--- config.mk ---
export PLATFORM = sky130hd
export DESIGN_NAME = alu_op_sequencer
export DESIGN_NICKNAME = d
export VERILOG_FILES = /design/src/rtl/alu_op_sequencer.sv
export SDC_FILE = /design/constraint.sdc
export NUM_CORES = 1
export LEC_CHECK = 0
export ABC_AREA = 1
export CORE_UTILIZATION = 40
export DETAILED_ROUTE_END_ITERATION = 8
export HOLD_SLACK_MARGIN = 0.15
export PLACE_DENSITY_LB_ADDON = 0.2
export SLEW_MARGIN = 20
export SYNTH_ARGS = -nofsm -noshare
export SYNTH_HDL_FRONTEND = slang
export SYNTH_SLANG_ARGS = --single-unit
--- constraint.sdc ---
create_clock -name clock -period 2.93 [get_ports clock]
set_input_delay 0.4395 -clock clock [delete_from_list [all_inputs] [get_ports clock]]
set_output_delay 0.4395 -clock clock [all_outputs]
set_load 0.01 [all_outputs]
--- src/rtl/alu_op_sequencer.sv ---
// Opcode sequencer for the game CPU ALU: accepts an opcode over valid/ready and drives a
// registered one-hot op select; mul/div hold the unit busy for a configurable cycle count.
module alu_op_sequencer #(
  parameter int OPW        = 5,
  parameter int NUM_OPS    = 8,
  parameter int MUL_OP     = 6,
  parameter int DIV_OP     = 7,
  parameter int MUL_CYCLES = 32,
  parameter int DIV_CYCLES = 32
) (
  input  logic               clock,
  input  logic               reset,
  input  logic               in_valid,
  output logic               in_ready,
  input  logic [OPW-1:0]     in_opcode,
  output logic [NUM_OPS-1:0] out_onehot,
  output logic               out_valid,
  output logic               out_illegal,
  output logic               busy,
  output logic               done
);

  localparam int MAX_CYCLES = (MUL_CYCLES > DIV_CYCLES) ? MUL_CYCLES : DIV_CYCLES;
  localparam int CW         = $clog2(MAX_CYCLES + 1);

  localparam logic [OPW-1:0] MUL_CODE = OPW'(MUL_OP);
  localparam logic [OPW-1:0] DIV_CODE = OPW'(DIV_OP);
  localparam logic [CW-1:0]  MUL_LOAD = CW'(MUL_CYCLES - 2);
  localparam logic [CW-1:0]  DIV_LOAD = CW'(DIV_CYCLES - 2);

  typedef enum logic {
    IDLE  = 1'b0,
    MULTI = 1'b1
  } state_t;

  state_t               r_state;
  state_t               w_next_state;
  logic [CW-1:0]        r_count;
  logic [CW-1:0]        w_next_count;
  logic [NUM_OPS-1:0]   r_onehot;
  logic                 r_illegal;
  logic                 r_valid;
  logic                 r_busy;
  logic                 r_done;
  logic                 w_next_valid;
  logic                 w_next_done;

  logic                 w_accept;
  logic                 w_legal;
  logic                 w_is_mul;
  logic                 w_is_div;
  logic                 w_is_multi;
  logic                 w_needs_wait;
  logic [CW-1:0]        w_load;
  logic [NUM_OPS-1:0]   w_onehot;

  assign in_ready = (r_state == IDLE) && !reset;
  assign w_accept = in_valid && in_ready;

  assign w_legal    = 32'(in_opcode) < NUM_OPS;
  assign w_is_mul   = w_legal && (in_opcode == MUL_CODE);
  assign w_is_div   = w_legal && (in_opcode == DIV_CODE);
  assign w_is_multi = w_is_mul || w_is_div;
  assign w_onehot   = w_legal ? (NUM_OPS'(1) << in_opcode) : '0;
  assign w_load     = w_is_mul ? MUL_LOAD : DIV_LOAD;

  // A 2-cycle op completes on the edge after accept, exactly like a single-cycle op,
  // so only longer ops enter MULTI.
  assign w_needs_wait = w_is_mul ? (MUL_CYCLES > 2) : (DIV_CYCLES > 2);

  // NOTE: every signal written here gets a default first, so no path leaves one
  // unassigned and no latch is inferred.
  always_comb begin
    w_next_state = r_state;
    w_next_count = r_count;
    w_next_valid = 1'b0;
    w_next_done  = 1'b0;
    unique case (r_state)
      IDLE: begin
        if (w_accept) begin
          if (w_is_multi && w_needs_wait) begin
            w_next_state = MULTI;
            w_next_count = w_load;
          end else begin
            w_next_valid = 1'b1;
            w_next_done  = w_is_multi;
          end
        end
      end
      MULTI: begin
        // Counter holds N-2 on entry so completion lands N-1 cycles after the accept edge.
        w_next_count = r_count - CW'(1);
        if (r_count == CW'(1)) begin
          w_next_state = IDLE;
          w_next_count = '0;
          w_next_valid = 1'b1;
          w_next_done  = 1'b1;
        end
      end
      default: begin
        w_next_state = IDLE;
        w_next_count = '0;
      end
    endcase
  end

  // NOTE: sequential state uses non-blocking assignments so every register samples
  // the pre-edge values regardless of statement order.
  always_ff @(posedge clock) begin
    if (reset) begin
      r_state   <= IDLE;
      r_count   <= '0;
      r_onehot  <= '0;
      r_illegal <= 1'b0;
      r_valid   <= 1'b0;
      r_busy    <= 1'b0;
      r_done    <= 1'b0;
    end else begin
      r_state <= w_next_state;
      r_count <= w_next_count;
      r_valid <= w_next_valid;
      r_done  <= w_next_done;
      r_busy  <= (w_next_state == MULTI);
      if (w_accept) begin
        r_onehot  <= w_onehot;
        r_illegal <= !w_legal;
      end
    end
  end

  assign out_onehot  = r_onehot;
  assign out_illegal = r_illegal;
  assign out_valid   = r_valid;
  assign busy        = r_busy;
  assign done        = r_done;

endmodule

==> results.cfg <==
[timing]
setup_violations = 0
rsz0062_at_grt = false
tns_ns = 0
fin_ws_ns = 0.8716
slew_viol_final = 0
clock_skew_ns = 0.002066
hold_violations = 0
max_freq_ghz = 0.4858
worstMarginPinSlew_ns = 0.3108
slew_headroom = 0.7921
min_period_ns = 2.058
min_period_over_period = 0.7025

[global_routing]
antenna_found_initial = 0
grt_pass1_vias = 722
grt_pass1_wl_mm = 2.891
overflow = 0
grt_start_max_net_pins = 14
track_usage = 0.1538

[worst_setup_path]
cp.arrival_ns = 1.62
r2r_slack_ns = 1.51
worst_setup_path_end_kind = output port
cp-start-kind = input pin
required_ns = 2.49
crit_type = input pin to output port
crit_fanout = 5

[floorplan]
core_um2 = 2002
io_pins = 21
die-area_um2 = 2381
start_util = 0.4375
num_rows = 16
fp.dieW_um = 48.80
die_h_um = 48.80

[placed_design]
place_worst_setup_slack_ns = 0.8679
dp_hpwl_mm = 1.309
gp_congestion = 0.8225
dp.cells = 166
portBuffers = 20

[power]
power_density_nw_per_um2 = 398.4
ir_drop_mv = 0.1986
power_frac_comb = 0.127
cellInternalPower_uw = 350.2
swShare = 0.2281
pwr-share-seq = 0.555
p_sw_uw = 103.5
clkPwrFrac = 0.317
p_leak_nw = 0.4893

[detailed_routing]
routed_wl_mm = 1.662
post-route-drc-count = 0
post_drt_via_cell_ratio = 4.741
first_iter_violations = 11
drtPass1Iterations = 4
wl_per_cell_um = 9.776
vias = 806
antenna_left = 0

[synthesis]
syn_avg_cell_area_um2 = 7.299
synthCells = 120
syn_nets = 130
synth_common_cells = 42 x nand2_1, 18 x dfxtp_1, 12 x inv_1
yosysMostFrequentCell = nand2_1
ys_ff_latch = 18
synthDominantCellAreaShare = 0.4114
ys_seq_area_frac = 0.4114
ys_warn_count = 0
synth_edf_count = 0
synth.largest_area_cell = dfxtp_1
synth_ff_type = dfxtp_1
synth_area_leaders = dfxtp_1 41%, nand2_1 18%, a21oi_1 5.1%
yosysUniqueCellTypes = 21
async_flop_share = 0
netlist_area_um2 = 875.8

[clock_tree]
numCtsBuffers = 3
htreeDepth = 1
postCtsSetupRepairBufs = 0
tritoncts = built
clock_latency_ns = 0.28
clockBufferDepth = 2
root_buffer = clkbuf_4
clkTransAtPathRegs_ns = 0.09
cts.sinks = 18
hold_buffers = 0
cts_resized = 0

[status]
status = completed

[worst_hold_path]
hold_path_class = register to register

[finish]
final_nets = 154
area_delta_synth_final_pct = 30.00
fin_cells = 170
drive_gt1_frac = 0.1189
diodes = 0
fillers = 203

[run]
cap_violations = 0
==> final cells by class <==
type,count,area [um2],share of cell area
repair buffers,21,207.7,0.1824
inverters,13,50.05,0.04396
clock buffers,4,36.28,0.03187
multi-input cells,87,450.4,0.3956
well taps,27,33.78,0.02967
flip-flops and latches,18,360.3,0.3165
==> critical path: stages <==
cell and delay (ns):
clkdlybuf4s50_1 0.47, nor2_4 0.16, clkdlybuf4s50_1 0.55
==> sequential cells by signal (all words and copies together) (netlist names) <==
signal       flops
r_count          6
busy             1
out_valid        1
out_onehot       8
done             1
out_illegal      1
==> metrics by stage <==
stage                     power (mW)  hold WS (ns)  area, um2  utilization
after floorplan               0.2913        0.4630      875.8            -
after global placement        0.3149        0.4563       1102       0.5506
after detailed placement      0.3159        0.4620       1102       0.5506
after CTS                     0.4632        0.4794       1139       0.5688
after global routing          0.4852        0.4943       1139       0.5688
final                         0.4536        0.4726       1139       0.5688
==> power by group through the flow <==
| stage | clock, mW | combinational, mW | sequential [mW] |
|---|---|---|---|
| global placement | 0 | 0.0574 | 0.258 |
| floorplan | 0 | 0.0332 | 0.258 |
| CTS | 0.153 | 0.0584 | 0.252 |
| detailed placement | 0 | 0.0582 | 0.258 |
| finish | 0.144 | 0.0577 | 0.252 |
| global route | 0.168 | 0.0647 | 0.253 |
==> layer usage <==
| layer | global-route usage | wire, um | vias to the layer above |
|---|---|---|---|
| met5 | 0 | 0 | - |
| li1 | - | - | 429 |
| met1 | 0.1802 | 781 | 364 |
| met2 | 0.2801 | 810 | 13 |
| met4 | 0.04412 | 0 | 0 |
| met3 | 0.03115 | 70 | 0 |
==> final timing paths <==
path | to | start | depth (start not counted)
worst max-delay path | in_ready | reset | 3
worst max register to register | r_count[4] | busy | 7
worst min-delay path | out_onehot[1] | out_onehot[1] | 2
worst min register to register | out_onehot[1] | out_onehot[1] | 2
==> cells by family (layout without fill, tap and decap cells) <==
group | count (synthesis) | in the layout | synth area share
AO/OA/AOI/OAI | 16 | 16 | 0.1114
XOR/XNOR | 1 | 1 | 0.01000
adder cells (fa/ha/maj) | 2 | 2 | 0.02857
buffers and inverters | 15 | 38 | 0.07427
flip-flops | 18 | 18 | 0.4114
AND/OR/NAND/NOR | 68 | 68 | 0.3643
==> placed cells by master, fill, tap and decap left out, drive strengths merged <==
| master | n |
|---|---|
| nand4 | 1 |
| clkbuf | 4 |
| clkdlybuf4s50 | 20 |
| nand3 | 8 |
| clkinv | 1 |
| o21ai | 2 |
| nor2 | 8 |
| xnor2 | 1 |
| nand2 | 45 |
| inv | 12 |
| nor3 | 5 |
| nand3b | 1 |
| buf | 1 |
| a21oi | 13 |
| dfxtp | 18 |
| ha | 2 |
| o21bai | 1 |
(Power assumes the default switching activity.)
